--- src/rtl/sdram_fetch_sequencer.sv ---
// ---------------------------------------------------------------------------
// sdram_fetch_sequencer
//
// Walks a width x height image stored contiguously in SDRAM, beginning at
// start_address_sdram. For each pixel it issues one read over a req/ack
// handshake, waits for the returned word, and writes that word into on-chip
// SRAM at the linear pixel index. It pulses done when the frame is complete.
// Only one read is outstanding at any time.
//
// Optional feature (compile-time macro ADDR_BOUND_CHECK_EN):
//   defined   - the walk is checked against finish_address_sdram. A start
//               address above the finish address, or a next address past
//               it, ends the frame in ERR and raises the sticky error flag.
//   undefined - there is no bound comparison and no ERR state. error is tied
//               low and the walk always covers width x height pixels.
//
// Ports:
//   clk, n_rst             clock (rising edge), asynchronous active-low reset
//   start                  frame request, sampled only when idle
//   width, height          frame dimensions, latched on an accepted start
//   start_address_sdram    SDRAM address of pixel (0,0), latched on start
//   finish_address_sdram   last legal SDRAM address (inclusive), latched on start
//   rd_req, rd_addr        read request and address, held until rd_ack
//   rd_ack                 controller accepts the pending request
//   rd_data, rd_data_valid read return data and its qualifier
//   sram_wr_en             one-cycle SRAM write strobe
//   sram_address           SRAM write address (linear pixel index)
//   sram_wr_data           SRAM write data
//   busy                   frame in progress; stays high through the done pulse
//   done                   one-cycle completion pulse
//   error                  bound violation, sticky until the next accepted start
// ---------------------------------------------------------------------------
module sdram_fetch_sequencer #(
    parameter int ADDR_W    = 26,
    parameter int DIM_W     = 13,
    parameter int DATA_W    = 32,
    parameter int ADDR_STEP = 1
) (
    input  logic              clk,
    input  logic              n_rst,
    input  logic              start,
    input  logic [DIM_W-1:0]  width,
    input  logic [DIM_W-1:0]  height,
    input  logic [ADDR_W-1:0] start_address_sdram,
    input  logic [ADDR_W-1:0] finish_address_sdram,
    output logic              rd_req,
    output logic [ADDR_W-1:0] rd_addr,
    input  logic              rd_ack,
    input  logic [DATA_W-1:0] rd_data,
    input  logic              rd_data_valid,
    output logic              sram_wr_en,
    output logic [ADDR_W-1:0] sram_address,
    output logic [DATA_W-1:0] sram_wr_data,
    output logic              busy,
    output logic              done,
    output logic              error
);

`ifdef ADDR_BOUND_CHECK_EN
    typedef enum logic [2:0] {
        S_IDLE  = 3'd0,
        S_ISSUE = 3'd1,
        S_WAIT  = 3'd2,
        S_DONE  = 3'd3,
        S_ERR   = 3'd4
    } state_t;
`else
    typedef enum logic [1:0] {
        S_IDLE  = 2'd0,
        S_ISSUE = 2'd1,
        S_WAIT  = 2'd2,
        S_DONE  = 2'd3
    } state_t;
`endif

    state_t            state_q;
    logic [DIM_W-1:0]  width_q;
    logic [DIM_W-1:0]  height_q;
    logic [ADDR_W-1:0] addr_q;
    logic [DIM_W-1:0]  col_q;
    logic [DIM_W-1:0]  row_q;
    logic [ADDR_W-1:0] idx_q;
    logic              rd_req_q;
    logic              sram_wr_en_q;
    logic [ADDR_W-1:0] sram_address_q;
    logic [DATA_W-1:0] sram_wr_data_q;
    logic              busy_q;
    logic              done_q;

    // Next-pixel arithmetic
    logic              col_last_d;
    logic              row_last_d;
    logic              pix_last_d;
    logic              dims_zero_d;
    logic              start_accept_d;
    logic [ADDR_W:0]   addr_sum_d;   // one extra bit so an overflow is visible
    logic [ADDR_W-1:0] addr_inc_d;

    assign col_last_d     = (col_q == width_q - DIM_W'(1));
    assign row_last_d     = (row_q == height_q - DIM_W'(1));
    assign pix_last_d     = col_last_d && row_last_d;
    assign dims_zero_d    = (width == '0) || (height == '0);
    // busy_q still covers the done cycle, when the state is already IDLE; this
    // keeps a start in that cycle from being taken.
    assign start_accept_d = (state_q == S_IDLE) && start && !busy_q;
    assign addr_sum_d     = {1'b0, addr_q} + (ADDR_W+1)'(ADDR_STEP);
    assign addr_inc_d     = addr_sum_d[ADDR_W-1:0];

`ifdef ADDR_BOUND_CHECK_EN
    logic [ADDR_W-1:0] finish_q;
    logic              error_q;
    logic              bound_hit_d;
    logic              start_oob_d;

    // A carry out of the address adder counts as passing the bound; the
    // address is never allowed to wrap back into the legal range.
    assign bound_hit_d = addr_sum_d[ADDR_W] || (addr_inc_d > finish_q);
    assign start_oob_d = (start_address_sdram > finish_address_sdram);
    assign error       = error_q;
`else
    logic unused_bound_bits;
    assign unused_bound_bits = ^{finish_address_sdram, addr_sum_d[ADDR_W]};
    assign error             = 1'b0;
`endif

    assign rd_req       = rd_req_q;
    assign rd_addr      = addr_q;
    assign sram_wr_en   = sram_wr_en_q;
    assign sram_address = sram_address_q;
    assign sram_wr_data = sram_wr_data_q;
    assign busy         = busy_q;
    assign done         = done_q;

    // NOTE: every register below is written with <= so that all of them
    // update together from the values they had before the clock edge.
    always_ff @(posedge clk or negedge n_rst) begin
        if (!n_rst) begin
            state_q        <= S_IDLE;
            width_q        <= '0;
            height_q       <= '0;
            addr_q         <= '0;
            col_q          <= '0;
            row_q          <= '0;
            idx_q          <= '0;
            rd_req_q       <= 1'b0;
            sram_wr_en_q   <= 1'b0;
            sram_address_q <= '0;
            sram_wr_data_q <= '0;
            busy_q         <= 1'b0;
            done_q         <= 1'b0;
`ifdef ADDR_BOUND_CHECK_EN
            finish_q       <= '0;
            error_q        <= 1'b0;
`endif
        end else begin
            // NOTE: the pulse outputs default low here each cycle; the case
            // below raises them only in the cycle they belong to.
            sram_wr_en_q <= 1'b0;
            done_q       <= 1'b0;

            case (state_q)
                S_IDLE: begin
                    busy_q <= 1'b0;
                    if (start_accept_d) begin
                        width_q  <= width;
                        height_q <= height;
                        addr_q   <= start_address_sdram;
                        col_q    <= '0;
                        row_q    <= '0;
                        idx_q    <= '0;
                        busy_q   <= 1'b1;
`ifdef ADDR_BOUND_CHECK_EN
                        finish_q <= finish_address_sdram;
                        error_q  <= 1'b0;
`endif
                        if (dims_zero_d) begin
                            state_q <= S_DONE;
                        end
`ifdef ADDR_BOUND_CHECK_EN
                        else if (start_oob_d) begin
                            state_q <= S_ERR;
                            error_q <= 1'b1;
                        end
`endif
                        else begin
                            state_q  <= S_ISSUE;
                            rd_req_q <= 1'b1;
                        end
                    end
                end

                S_ISSUE: begin
                    // rd_req and rd_addr hold steady until the controller acks.
                    if (rd_ack) begin
                        rd_req_q <= 1'b0;
                        state_q  <= S_WAIT;
                    end
                end

                S_WAIT: begin
                    if (rd_data_valid) begin
                        sram_wr_en_q   <= 1'b1;
                        sram_address_q <= idx_q;
                        sram_wr_data_q <= rd_data;
                        idx_q          <= idx_q + ADDR_W'(1);
                        addr_q         <= addr_inc_d;
                        if (col_last_d) begin
                            col_q <= '0;
                            row_q <= row_q + DIM_W'(1);
                        end else begin
                            col_q <= col_q + DIM_W'(1);
                        end

                        if (pix_last_d) begin
                            state_q <= S_DONE;
                        end
`ifdef ADDR_BOUND_CHECK_EN
                        else if (bound_hit_d) begin
                            state_q <= S_ERR;
                            error_q <= 1'b1;
                        end
`endif
                        else begin
                            state_q  <= S_ISSUE;
                            rd_req_q <= 1'b1;
                        end
                    end
                end

                S_DONE: begin
                    // The pulse shows in the following cycle, one cycle after the
                    // final write strobe. busy_q stays high through that cycle.
                    done_q  <= 1'b1;
                    state_q <= S_IDLE;
                end

`ifdef ADDR_BOUND_CHECK_EN
                S_ERR: begin
                    busy_q  <= 1'b0;
                    state_q <= S_IDLE;
                end
`endif

                default: begin
                    rd_req_q <= 1'b0;
                    busy_q   <= 1'b0;
                    state_q  <= S_IDLE;
                end
            endcase
        end
    end

endmodule

--- config.mk ---
export PLATFORM = sky130hd
export DESIGN_NAME = sdram_fetch_sequencer
export DESIGN_NICKNAME = d
export VERILOG_FILES = /design/src/rtl/sdram_fetch_sequencer.sv
export SDC_FILE = /design/constraint.sdc
export NUM_CORES = 1
export LEC_CHECK = 0
export CORE_UTILIZATION = 50
export CTS_CLUSTER_SIZE = 24
export DETAILED_ROUTE_END_ITERATION = 6
export PLACE_DENSITY = 0.8
export SYNTH_ARGS = -nofsm -noshare
export SYNTH_HDL_FRONTEND = slang
export SYNTH_SLANG_ARGS = --single-unit
export TNS_END_PERCENT = 5
--- constraint.sdc ---
create_clock -name clk -period 3.5 [get_ports clk]
set_clock_uncertainty 0.1 [all_clocks]
set_input_delay 0.35 -clock clk [delete_from_list [all_inputs] [get_ports clk]]
set_output_delay 0.35 -clock clk [all_outputs]
set_load 0.05 [all_outputs]
==> tab_implementation.tex <==
\begin{tabular}{lr}
\hline
Metric & Value \\
\hline
\multicolumn{2}{l}{\textbf{CTS}} \\
Clock latency of the later-clocked register in the worst-skew pair & 0.43 ns \\
CTS tree & built \\
Post CTS Setup Buffer Count & 0 \\
CTS hold repair buffers & 0 \\
H-tree Lvls & 4 \\
Clock slew seen by the registers of the worst setup and hold paths & 0.07 ns \\
CTS buffer count & 17 \\
CTS Root Buffer Type & sky130\_fd\_sc\_hd\_\_clkbuf\_16 \\
Maximum clock insertion buffer count & 2 \\
Sinks on Clock Net & 168 \\
CTS resizes & 0 \\
\multicolumn{2}{l}{\textbf{Global route}} \\
Initial antenna violation count & 0 \\
First-pass GRT wire length & around 37 mm \\
Largest net degree at the start of global routing & 108 \\
Global routing usage summed across all routing layers & 0.2572 \\
Total congestion overflow after global routing & 0 \\
Vias in the first global route & roughly 7500 \\
\multicolumn{2}{l}{\textbf{Final layout}} \\
Antenna diode instance count & 0 \\
Net total in the final layout & roughly 1300 \\
Area Growth Syn to Fin & 30.22\% \\
Ratio of cells with drive above 1 in the final layout & 0.05353 \\
Fill cell instance count of the final layout & 1383 \\
\multicolumn{2}{l}{\textbf{STA}} \\
Headroom to the max-slew limit & 0.2762 \\
Accumulated negative setup slack & 0 ns \\
Slew Viols, Final & 0 \\
Slew at the pin closest to its max-slew limit & about 1.1 ns \\
Unrepaired setup endpoints after global routing & false \\
Post-route minimum period & 3.195 ns \\
Number of hold violations in the final report & 35 \\
Min Hold Slack & -0.05960 ns \\
Final setup fails & 0 \\
Maximum achievable frequency & 313.0 MHz \\
Crit share post-route & 0.9127 \\
\multicolumn{2}{l}{\textbf{Critical path}} \\
Count of cells along the worst register-to-register path & 9 \\
CP Capture Type & flip-flop \\
Worst setup slack for register-to-register paths & $\sim$0.31 ns \\
Setup crit start kind & flip-flop \\
Max Fanout on Critical Path & 8 \\
WP data required & between 3 and 4 ns \\
Data arrival, critical path & 3.44 ns \\
Critical Setup Path Class & flip-flop to flip-flop \\
FF-to-FF End & row\_q[4] \\
Start of the worst register-to-register path & width\_q[0] \\
\multicolumn{2}{l}{\textbf{Run status}} \\
Result of the run & complete, but fails checks \\
Violations in the final reports & negative hold slack \\
\multicolumn{2}{l}{\textbf{Yosys}} \\
Ys Warns & 0 \\
Mapped Cells & between 1000 and 1500 \\
Top cell type's share of synthesized area & 0.4946 \\
Proportion of synthesized chip area in sequential cells & 0.4946 \\
Synth top area cells & sky130\_fd\_sc\_hd\_\_dfrtp\_1 49\%, sky130\_fd\_sc\_hd\_\_nand2\_1 13\%, sky130\_fd\_sc\_hd\_\_a21oi\_1 3.4\%, sky130\_fd\_sc\_hd\_\_o21ai\_0 3.3\%, sky130\_fd\_sc\_hd\_\_nor2\_1 3.2\% \\
Commonest register cell after synthesis & sky130\_fd\_sc\_hd\_\_dfrtp\_1 \\
Synth Cell Area & 8501 um\^{}2 \\
Top-count cell post-synth & sky130\_fd\_sc\_hd\_\_nand2\_1 \\
Post-synthesis register bit count & 168 \\
Net count of the mapped netlist & 1125 \\
Number of enable-type register cells in the synthesized netlist & 0 \\
Library cell occupying the most area in the post-synthesis netlist & sky130\_fd\_sc\_hd\_\_dfrtp\_1 \\
Netlist cell types & between 60 and 70 \\
Mean instance size in the synthesized netlist & 8.467 um\^{}2 \\
Share of synthesized registers carrying an async set or reset & 1.000 \\
Top cell types by occurrence after synthesis & 299 x sky130\_fd\_sc\_hd\_\_nand2\_1, 168 x sky130\_fd\_sc\_hd\_\_dfrtp\_1, 73 x sky130\_fd\_sc\_hd\_\_nor2\_1 \\
\multicolumn{2}{l}{\textbf{Hold path}} \\
Classification of the worst-slack hold path & input pin to asynchronous set/reset pin \\
\multicolumn{2}{l}{\textbf{Drt}} \\
Violation count after the first detailed-routing iteration & 465 \\
Vias post-DR & 7703 \\
Antenna-violating nets left & 0 \\
Drt drc & 0 \\
Detail-routed via count per cell & 5.514 \\
Per-cell routed wire length & between 15 and 20 um \\
Detailed Route WL & 21.70 mm \\
First-pass iteration count of the detailed router & 6 \\
\multicolumn{2}{l}{\textbf{Power and ir drop}} \\
Peak supply drop & 618.4 uV \\
Static leakage & 4.996 nW \\
Final Total Pwr & 0.009115 W \\
P per Cell Area & 823.5 nW/um\^{}2 \\
\multicolumn{2}{l}{\textbf{Floorplanning}} \\
Die extent in x & 132.4 um \\
Starting density of the core & 0.5126 \\
Standard-cell row count & 47 \\
IO Pins & a little over 200 \\
Area of the die & 17530 um\^{}2 \\
Floorplan die height & 132.4 um \\
Core region area & approximately 17000 um\^{}2 \\
\multicolumn{2}{l}{\textbf{Placed design}} \\
Final estimated routing congestion in global placement & 0.8770 \\
IO Port Bufs & 176 \\
HPWL after detailed placement & 14.82 mm \\
\multicolumn{2}{l}{\textbf{Run}} \\
Reported max-cap violation count & 0 \\
\hline
\end{tabular}
==> worst max-delay path: stages, from the launching register on <==
cell and delay [ns]:
sky130_fd_sc_hd__dfrtp_1 0.44, sky130_fd_sc_hd__inv_1 0.09, sky130_fd_sc_hd__ha_1 0.27, sky130_fd_sc_hd__inv_1 0.13, sky130_fd_sc_hd__or3_1 0.33, sky130_fd_sc_hd__a2111oi_2 0.55
sky130_fd_sc_hd__nand4_4 0.26, sky130_fd_sc_hd__o21a_4 0.30, sky130_fd_sc_hd__or4_1 0.47, sky130_fd_sc_hd__a21oi_1 0.17
==> area by class of cell <==
cell class,instances,area [um^2],share of cell area
sequential,168,4204,0.3798
multi-input combinational,765,4038,0.3648
timing repair buffer,191,1876,0.1694
clock buffer,18,439.2,0.03967
tap,220,275.3,0.02487
clock inverter,14,158.9,0.01436
inverter,21,78.83,0.007121
==> routing by layer <==
metal | global-route usage | wire (um)
met3 | 0.06690 | 1140
met2 | 0.4251 | 10680
met5 | 0 | 0
met4 | 0.09259 | 443
met1 | 0.3260 | 9431
==> cell families after synthesis <==
logic type / share of synthesized area
flops: 0.4946
mux: 0.007065
compound gates: 0.1244
buf+inv: 0.03194
xor+xnor: 0.05564
other cells: 0.0004411
fa+ha+maj: 0.008831
simple gates: 0.2772
==> power by group <==
group	internal [W]	switching [W]	leakage [nW]
registers	0.00245	0.000558	2.19
clock network	0.00109	0.000831	0.288
logic	0.00144	0.00274	2.52
total	0.00499	0.00413	5.00
==> metrics by stage <==
stage          setup WS (ns)  hold WS [ns]  instance area, um^2  instances  utilization
2_1_floorplan         0.6847      -0.04559                 8501       1004            -
3_3_place_gp          0.4494        0.3572                10470       1365       0.6314
3_5_place_dp          0.3884        0.3608                10470       1365       0.6314
6_report              0.3055      -0.05960                11070       1397       0.6675
5_1_grt              0.07913       0.02601                11070       1397       0.6675
4_1_cts               0.3373      0.004924                11070       1397       0.6675
==> layout by cell type, fill, tap and decap left out, types with 8 or more instances in the layout <==
cell,count
sky130_fd_sc_hd__inv_1,20
sky130_fd_sc_hd__and3_1,16
sky130_fd_sc_hd__nand2_1,298
sky130_fd_sc_hd__a31oi_1,8
sky130_fd_sc_hd__xor2_1,29
sky130_fd_sc_hd__o22ai_1,11
sky130_fd_sc_hd__xnor2_1,25
sky130_fd_sc_hd__clkdlybuf4s50_1,175
sky130_fd_sc_hd__nor4_1,18
sky130_fd_sc_hd__clkbuf_16,17
sky130_fd_sc_hd__nor2_1,72
sky130_fd_sc_hd__o21ai_0,56
sky130_fd_sc_hd__a21oi_1,58
sky130_fd_sc_hd__nand4_1,18
sky130_fd_sc_hd__dfrtp_1,168
sky130_fd_sc_hd__nand3_1,31
sky130_fd_sc_hd__nand2b_1,10
sky130_fd_sc_hd__buf_4,15
sky130_fd_sc_hd__nor3_1,16
sky130_fd_sc_hd__or3_1,10
==> sequential cells by signal, indices dropped and copies added, names as in the netlist, 2 cells and up <==
| name | flops |
|---|---|
| idx_q | 26 |
| rd_addr | 26 |
| width_q | 13 |
| sram_address | 26 |
| state_q | 2 |
| height_q | 13 |
| col_q | 13 |
| sram_wr_data | 32 |
| row_q | 13 |
==> how the worst max path moves through the flow <==
stage | startpoint | to | slack (ns) | depth (start not counted)
floorplan | width_q[0] | row_q[4] | 0.68 | 9
global placement | height_q[0] | rd_req | 0.45 | 9
detailed placement | width_q[0] | row_q[4] | 0.39 | 9
CTS | width_q[0] | row_q[4] | 0.34 | 9
global route | width_q[0] | row_q[4] | 0.08 | 9
finish | width_q[0] | row_q[4] | 0.31 | 9
(Power assumes the default switching activity.)
